## config.mk

```make
export PLATFORM = sky130hd
export DESIGN_NAME = booth_dot_accumulator_flat
export DESIGN_NICKNAME = d
export VERILOG_FILES = /design/src/rtl/booth_pkg.sv /design/src/rtl/booth_dot_accumulator_if.sv /design/src/rtl/booth_dot_accumulator_sat_add.sv /design/src/rtl/booth_dot_accumulator.sv /design/src/flat_wrapper.sv
export SDC_FILE = /design/constraint.sdc
export NUM_CORES = 1
export LEC_CHECK = 0
export ABC_AREA = 1
export CORE_ASPECT_RATIO = 0.7
export CORE_UTILIZATION = 45
export DETAILED_ROUTE_END_ITERATION = 7
export PLACE_DENSITY = 0.67
export SETUP_SLACK_MARGIN = 0.2
export SYNTH_ARGS = -nofsm -noshare
export SYNTH_HDL_FRONTEND = slang
export SYNTH_SLANG_ARGS = --single-unit
```

## constraint.sdc

```tcl
create_clock -name clk -period 2.4 [get_ports clk]
set_input_delay 0.6 -clock clk [delete_from_list [all_inputs] [get_ports clk]]
set_output_delay 0.6 -clock clk [all_outputs]
set_load 0.05 [all_outputs]
```

## src/rtl/booth_pkg.sv

```systemverilog
`default_nettype none
// ============================================================================
//  Module      : booth_pkg
//  Description : Shared types, default widths and saturation limit helpers
//                for the Booth product dot-accumulator.
//  Revision    : 1.0  initial release
// ============================================================================
package booth_pkg;

    localparam int DEF_PROD_W = 16;
    localparam int DEF_ACC_W  = 24;

    typedef enum logic [1:0] {
        IDLE = 2'd0,
        ACC  = 2'd1,
        OUT  = 2'd2
    } acc_state_t;

    // Largest positive two's complement value of width w (in the low w bits).
    function automatic logic [63:0] acc_max(input int w);
        return (64'd1 << (w - 1)) - 64'd1;
    endfunction

    // Most negative two's complement value of width w (in the low w bits).
    function automatic logic [63:0] acc_min(input int w);
        return ~acc_max(w);
    endfunction

endpackage
`default_nettype wire

```

## src/rtl/booth_dot_accumulator_if.sv

```systemverilog
`default_nettype none
// ============================================================================
//  Module      : booth_dot_accumulator_if
//  Description : Product input / result output handshake bundle for the
//                dot-accumulator. master = producer+consumer side,
//                slave = accumulator side.
//  Revision    : 1.0  initial release
// ============================================================================
interface booth_dot_accumulator_if
    import booth_pkg::*;
#(
    parameter int PROD_W = DEF_PROD_W,
    parameter int ACC_W  = DEF_ACC_W
) ();

    logic              start;
    logic              in_valid;
    logic              in_ready;
    logic [PROD_W-1:0] in_prod;
    logic              out_valid;
    logic              out_ready;
    logic [ACC_W-1:0]  out_acc;
    logic              out_ovf;
    logic              busy;

    modport master (
        output start, in_valid, in_prod, out_ready,
        input  in_ready, out_valid, out_acc, out_ovf, busy
    );

    modport slave (
        input  start, in_valid, in_prod, out_ready,
        output in_ready, out_valid, out_acc, out_ovf, busy
    );

endinterface
`default_nettype wire

```

## src/rtl/booth_dot_accumulator_sat_add.sv

```systemverilog
`default_nettype none
// ============================================================================
//  Module      : acc_sat_add
//  Description : Combinational signed adder with overflow flag. With macro
//                ACC_SAT_EN defined the sum clamps to the signed limit on
//                overflow; otherwise it wraps modulo 2^ACC_W.
//  Revision    : 1.0  initial release
// ============================================================================
module acc_sat_add
    import booth_pkg::*;
#(
    parameter int ACC_W = DEF_ACC_W
) (
    input  wire logic [ACC_W-1:0] i_a,
    input  wire logic [ACC_W-1:0] i_b,
    output logic      [ACC_W-1:0] o_sum,
    output logic                  o_ovf
);

    logic [ACC_W-1:0] w_raw;

    assign w_raw = i_a + i_b;

    // Overflow when both operands share a sign the raw result does not.
    always_comb begin
        o_ovf = (i_a[ACC_W-1] == i_b[ACC_W-1]) && (w_raw[ACC_W-1] != i_a[ACC_W-1]);
`ifdef ACC_SAT_EN
        if (o_ovf) begin
            o_sum = i_a[ACC_W-1] ? ACC_W'(acc_min(ACC_W)) : ACC_W'(acc_max(ACC_W));
        end else begin
            o_sum = w_raw;
        end
`else
        o_sum = w_raw;
`endif
    end

endmodule
`default_nettype wire

```

## src/rtl/booth_dot_accumulator.sv

```systemverilog
`default_nettype none
// ============================================================================
//  Module      : booth_dot_accumulator
//  Description : Sums TERMS signed products (valid/ready in) into one signed
//                result (valid/ready out) with a sticky overflow flag.
//                Optional clamping on overflow via macro ACC_SAT_EN.
//  Revision    : 1.0  initial release
// ============================================================================
module booth_dot_accumulator
    import booth_pkg::*;
#(
    parameter int PROD_W = DEF_PROD_W,
    parameter int ACC_W  = DEF_ACC_W,
    parameter int TERMS  = 4
) (
    input  wire logic                clk,
    input  wire logic                rst_n,
    booth_dot_accumulator_if.slave   bus
);

    localparam int CNT_W = $clog2(TERMS + 1);

    acc_state_t       r_state;
    acc_state_t       w_state_nxt;

    logic [ACC_W-1:0] r_acc;
    logic [CNT_W-1:0] r_cnt;
    logic             r_ovf;
    logic [ACC_W-1:0] r_out_acc;
    logic             r_out_ovf;

    logic [ACC_W-1:0] w_prod_ext;
    logic [ACC_W-1:0] w_sum;
    logic             w_add_ovf;
    logic             w_last;
    logic             w_clear;
    logic             w_accept;
    logic             w_in_ready;
    logic             w_out_valid;
    logic             w_busy;

    assign w_prod_ext = ACC_W'($signed(bus.in_prod));
    assign w_last     = (r_cnt == CNT_W'(TERMS - 1));

    acc_sat_add #(
        .ACC_W (ACC_W)
    ) u_add (
        .i_a   (r_acc),
        .i_b   (w_prod_ext),
        .o_sum (w_sum),
        .o_ovf (w_add_ovf)
    );

    // State register.
    always_ff @(posedge clk or negedge rst_n) begin
        if (!rst_n) begin
            r_state <= IDLE;
        end else begin
            r_state <= w_state_nxt;
        end
    end

    // Next state, handshake outputs and datapath strobes.
    always_comb begin
        w_state_nxt = r_state;
        w_in_ready  = 1'b0;
        w_out_valid = 1'b0;
        w_busy      = 1'b0;
        w_clear     = 1'b0;
        w_accept    = 1'b0;
        case (r_state)
            IDLE: begin
                if (bus.start) begin
                    w_state_nxt = ACC;
                    w_clear     = 1'b1;
                end
            end
            ACC: begin
                w_in_ready = 1'b1;
                w_busy     = 1'b1;
                w_accept   = bus.in_valid;
                if (bus.in_valid && w_last) begin
                    w_state_nxt = OUT;
                end
            end
            OUT: begin
                w_out_valid = 1'b1;
                w_busy      = 1'b1;
                if (bus.out_ready) begin
                    // A start alongside the result handshake skips IDLE.
                    if (bus.start) begin
                        w_state_nxt = ACC;
                        w_clear     = 1'b1;
                    end else begin
                        w_state_nxt = IDLE;
                    end
                end
            end
            default: begin
                w_state_nxt = IDLE;
            end
        endcase
    end

    // Accumulator, term counter, sticky overflow and result registers.
    always_ff @(posedge clk or negedge rst_n) begin
        if (!rst_n) begin
            r_acc     <= '0;
            r_cnt     <= '0;
            r_ovf     <= 1'b0;
            r_out_acc <= '0;
            r_out_ovf <= 1'b0;
        end else if (w_clear) begin
            r_acc <= '0;
            r_cnt <= '0;
            r_ovf <= 1'b0;
        end else if (w_accept) begin
            r_acc <= w_sum;
            r_cnt <= r_cnt + CNT_W'(1);
            r_ovf <= r_ovf | w_add_ovf;
            if (w_last) begin
                r_out_acc <= w_sum;
                r_out_ovf <= r_ovf | w_add_ovf;
            end
        end
    end

    assign bus.in_ready  = w_in_ready;
    assign bus.out_valid = w_out_valid;
    assign bus.busy      = w_busy;
    assign bus.out_acc   = r_out_acc;
    assign bus.out_ovf   = r_out_ovf;

endmodule
`default_nettype wire

```

## src/flat_wrapper.sv

```systemverilog
// flat-port wrapper written by rule: the top's interface ports become plain ports
module booth_dot_accumulator_flat import booth_pkg::*;
#(
    parameter int PROD_W = DEF_PROD_W,
    parameter int ACC_W  = DEF_ACC_W,
    parameter int TERMS  = 4
)
  (clk, rst_n, bus_start, bus_in_valid, bus_in_prod, bus_out_ready, bus_in_ready, bus_out_valid, bus_out_acc, bus_out_ovf, bus_busy);
  booth_dot_accumulator_if #(.PROD_W(PROD_W), .ACC_W(ACC_W)) bus_i ();
  input  wire logic clk;
  input  wire logic rst_n;
  input wire logic [$bits(bus_i.start)-1:0] bus_start;
  input wire logic [$bits(bus_i.in_valid)-1:0] bus_in_valid;
  input wire logic [$bits(bus_i.in_prod)-1:0] bus_in_prod;
  input wire logic [$bits(bus_i.out_ready)-1:0] bus_out_ready;
  output wire logic [$bits(bus_i.in_ready)-1:0] bus_in_ready;
  output wire logic [$bits(bus_i.out_valid)-1:0] bus_out_valid;
  output wire logic [$bits(bus_i.out_acc)-1:0] bus_out_acc;
  output wire logic [$bits(bus_i.out_ovf)-1:0] bus_out_ovf;
  output wire logic [$bits(bus_i.busy)-1:0] bus_busy;
  assign bus_i.start = bus_start;
  assign bus_i.in_valid = bus_in_valid;
  assign bus_i.in_prod = bus_in_prod;
  assign bus_i.out_ready = bus_out_ready;
  assign bus_in_ready = bus_i.in_ready;
  assign bus_out_valid = bus_i.out_valid;
  assign bus_out_acc = bus_i.out_acc;
  assign bus_out_ovf = bus_i.out_ovf;
  assign bus_busy = bus_i.busy;
  booth_dot_accumulator #(.PROD_W(PROD_W), .ACC_W(ACC_W), .TERMS(TERMS)) u_core (.clk(clk), .rst_n(rst_n), .bus(bus_i));
endmodule
```

* Yosys cells after proc, flatten, opt, wreduce, memory -nomap -nowiden
Index checks and enable logic that the tools add are counted.
** Storage, ports and cells
- Word-level logic and storage cells :: 43
- Output and inout port bits :: 28
- Flip-flop bits (word level) :: 55
- Input port bits :: 21
** Operators by class
- Mux-type cells :: 18
- Reductions and logical operators :: 7
- Equal/unequal tests :: 8
- Bitwise operators :: 2
- Add/sub/neg operators :: 2
** Operator list (count)
- $mux W24 :: 2
- $add A24 B24 Y24 :: 1
- $mux W1 :: 9
- $mux W2 :: 3
- $mux W3 :: 2
- $pmux W2 S3 :: 1
- $reduce_and A3 Y1 :: 2
- $ne A2 B2 Y1 const B :: 2
- $add A3 B1 Y3 const B :: 1
- $eq A3 B2 Y1 const B :: 1
- $eq A2 B1 Y1 const B :: 1
- $eq A2 B2 Y1 const B :: 1
- $logic_and A1 B1 Y1 :: 2
- $logic_not A2 Y1 :: 1
- $ne A2 B1 Y1 const B :: 1
- $pmux W1 S2 :: 1
- $reduce_bool A2 Y1 :: 1
- $reduce_or A2 Y1 :: 1
- $eq A1 B1 Y1 :: 1
- $ne A1 B1 Y1 :: 1
- $not A1 Y1 :: 1
- $or A1 B1 Y1 :: 1

* Logic depth before layout (Yosys ltp)
- Word-level depth :: 6
- Mapped depth :: 13
- Mapped depth without buffers :: 13

* Modules after synthesis
A second synthesis with hierarchy kept.
** Unflattened totals
- Cells, all modules :: 629
- Area, all modules :: 4221.5 um2
** By module, submodules not included
- booth_dot_accumulator :: area an instance 2449.8 um2, instances 1, seq. area each 1376.3 um2, cells an instance 267
- acc_sat_add :: area an instance 1771.7 um2, instances 1, seq. area each 0.0 um2, cells an instance 362

* Worst setup path after synthesis
No wires, ideal clock.
- Kind :: input port to flip-flop
- From :: in bus_in_prod[0]
- To :: reg u_core.r_out_acc[10], in the netlist u_core.bus.out_acc[10]
- Stages on the path :: 11
- Required time :: 2282 ps
- Buffers on the path :: 0
- Path slack :: 313 ps
- Setup time :: 118 ps
- Arrival :: 1969 ps
- Cell sequence :: ha_1 fa_1 nand3_1 nand2_2 nand2_2 nand2_2 nand2_1 nand2_1 or2_1 nand3_1 nand2_1
** On the way
- Longest elaborated chain between the ends :: 1
** Ends and longest elaborated chain
- start, declared :: line flat_wrapper.sv:14 : input wire logic [$bits(bus_i.in_prod)-1:0] bus_in_prod;
- $add A24 B24 Y24 :: line booth_dot_accumulator_sat_add.sv:22 : assign w_raw = i_a + i_b;
- end signal, assigned :: line booth_dot_accumulator.sv:122 : r_out_acc <= w_sum;
- end, declared :: line booth_dot_accumulator.sv:29 : logic [ACC_W-1:0] r_out_acc;
Every way passes these cells.
A chain may end at the register's enable or synchronous reset.

* Final worst setup path
- From :: in bus_in_prod[1]
- To :: reg u_core.r_out_acc[10], in the netlist u_core.bus.out_acc[10]
The elaborated chain is that of the path after synthesis.

==> metrics.csv <==
metric;value;unit
grt_pass1_wl;18.2;mm
first_pass_iters;7;
finalHoldViolCount;0;
rows;27;
hold_buffers;0;
switching_power;2600;uW
seq_area;0.00138;sq mm
routed-via-count;3805;
yosysTopAreaCell;dfrtp_1;
multi_input_area;0.00256;sq mm
synthTopCellsByArea;dfrtp_1, nand2_1, ha_1, nand3_1, inv_1;
async_reset_ff_share;100;%
end_kind;flip-flop;
r2r_cells;11;
root_buffer;clkbuf_16;
wire_per_inst;15.3;um
yosys-top-cells-count;nand2_1, dfrtp_1, inv_1, nand3_1;
clkSlewWorstSetupHoldPaths;0.07;ns
htree_levels;2;
die_area;0.00873;sq mm
grt_max_degree;35;
max-slew-margin-rel;53.5;%
drt_wl_total;11.1;mm
gp_congestion;0.902;
p_per_area;1040;mW/mm^2
slew_viol_final;0;
setup_viol_count_final;0;
drive_gt1_share;24.9;%
cts.sinks;55;
die_x;111;um
core_area;0.00797;sq mm
synth_edf_count;0;
fmax;466;MHz
grt.total_usage;26.5;%
timing.final.crit_share;89.4;%
antenna_left;0;
tritoncts;built;
rsz0062_at_grt;true;
clkLatencyLatePin;0.30;ns
arrival;2.33;ns
tightest_slew;0.696;ns
nets;674;
syn_inst;516;
max-cap-violations;0;
final_cells;723;
status;finished, violations left;
area.growth.synth_to_final;42.3;%
boundaryPins;49;
hold_class;in2async;
criticalPathCategory;in2reg;
intPower;2940;uW
holdWs;0.279;ns
yosys.area.top_type_share;36.6;%
viasPerCell;5.26;
syn_area;0.00376;sq mm
p_leak;0.00271;uW
dp_slack;-0.212;ns
synthFlopType;dfrtp_1;
total_power;5540;uW
cp_max_fo;4;
start_kind;input port;
portBuffers;48;
required;2.59;ns
rrSetupSlack;0.49;ns
antenna_found_initial;0;
ys_seq_elements;55;
yosysSeqAreaShare;36.6;%
timing.rr.end;u_core.bus.out_acc[10];
switching_share;47.0;%
grt_pass1_vias;3687;
insertedDiodeCount;0;
ir_drop;0.715;mV
placed_cells;712;
r2r-start;u_core.r_acc[0];
initial_core_util;47.1;%
synth_nets;567;
numCtsBuffers;5;
synth.avg_cell_area;7.28;sq um
remaining_drc_errors;8;
seq_power_share;25.9;%
clockBufferDepth;2;
hpwl;8.19;mm
p_comb_share;61.3;%
synth.most_common_cell;nand2_1;
die_h;78.5;um
ys_types;33;
yosys_warnings;0;
failed_checks;design-rule violations;
drt-initial-drc-count;190;
fin_skew;0.00715;ns
grt_overflow;0;
num-fill-cells;697;
finalCriticalPeriod;2.14;ns
setup_ws;0.255;ns
p_clk_share;12.9;%
[routing by layer]
layer / GRT usage [%] / vias up / routed length (um)
met2: 42.2 / 105 / 4790
met5: 0 / - / 0
met1: 38.1 / 1798 / 5630
met4: 5.95 / 0 / 126
li1: - / 1889 / -
met3: 3.94 / 13 / 549
[area by class of cell]
type / count / share of cell area (%)
clock buffers: 5 / 2.34
clock inverters: 1 / 0.140
inverters: 54 / 3.79
multi-input cells: 399 / 47.8
flip-flops and latches: 55 / 25.7
well taps: 101 / 2.36
repair buffers: 108 / 17.8
[metrics by stage]
stage / setup TNS, ns / util (%) / instance area (sq um)
2_1_floorplan: 0 / - / 3760
5_1_grt: 0 / 67.1 / 5350
4_1_cts: 0 / 63.3 / 5050
3_5_place_dp: -5.61 / 59.4 / 4740
3_3_place_gp: -4.35 / 59.4 / 4740
6_report: 0 / 67.1 / 5350
[logic make-up (layout without fill, tap and decap cells)]
| kind of cell | Yosys count | in the layout | share of synthesized area (%) |
|---|---|---|---|
| xor+xnor | 8 | 8 | 2.06 |
| fa+ha+maj | 30 | 30 | 10.2 |
| flops | 55 | 55 | 36.6 |
| buf+inv | 62 | 168 | 6.49 |
| compound gates | 67 | 67 | 9.92 |
| simple gates | 294 | 294 | 34.7 |
[placed cells by master, fill, tap and decap left out, drive strengths merged]
master | Yosys | layout
xor2 | 3 | 3
xnor2 | 5 | 5
dfrtp | 55 | 55
buf | 7 | 64
nand3b | 4 | 4
dlygate4sd2 | 0 | 1
nor3 | 2 | 2
nand4 | 11 | 11
a21oi | 28 | 28
or2 | 3 | 3
a221oi | 1 | 1
clkdlybuf4s50 | 0 | 35
fa | 1 | 1
nand2 | 197 | 197
clkinvlp | 0 | 1
o21ai | 33 | 33
a22o | 2 | 2
dlymetal6s2s | 0 | 8
o21bai | 3 | 3
inv | 54 | 54
and2 | 2 | 2
nand3 | 45 | 45
ha | 29 | 29
clkbuf | 1 | 5
nor2 | 30 | 30
[timing repair]
item / CTS / global route
resized for setup: 23 / 61
endpoints found under the hold margin: 0 / 0
pin swaps: 2 / 23
buffers inserted: 0 / 4
setup endpoints to repair: 30 / 38
cloned: 1 / 0
[sequential cells by signal, indices dropped and copies added (netlist names)]
register / count
u_core.bus.out_acc: 24
u_core.r_ovf: 1
u_core.r_state: 2
u_core.bus.out_ovf: 1
u_core.r_cnt: 3
u_core.r_acc: 24
[worst max-delay path, cell delays in order]
cell	delay (ns)
clkdlybuf4s50_1	0.48
fa_2	0.44
nand3_2	0.10
nand2_4	0.07
nand2_4	0.07
nand2_4	0.06
nand2_2	0.06
nand2_2	0.06
or2_1	0.25
nand3_1	0.08
nand2_1	0.06
[worst max-delay path by stage]
stage                               start                      to  slack [ns]  depth (start not counted)
after global routing       bus_in_prod[5]        u_core.r_acc[20]        0.17                         10
final                      bus_in_prod[1]  u_core.bus.out_acc[10]        0.26                         11
after global placement    bus_in_prod[15]        u_core.r_acc[19]       -0.22                         10
after CTS                  bus_in_prod[0]  u_core.bus.out_acc[10]        0.19                         12
after floorplan            bus_in_prod[0]  u_core.bus.out_acc[10]        0.31                         11
after detailed placement   bus_in_prod[0]  u_core.bus.out_acc[10]       -0.21                         12
[power groups by stage]
stage	Sequential (uW)	Clock, uW	Combinational, uW
6_report	1430	712	3390
5_1_grt	1460	755	3670
4_1_cts	1410	720	3160
3_5_place_dp	1400	0	3050
3_3_place_gp	1390	0	3010
2_1_floorplan	1920	0	1440
No activity file was read; power rests on OpenSTA's default activity.
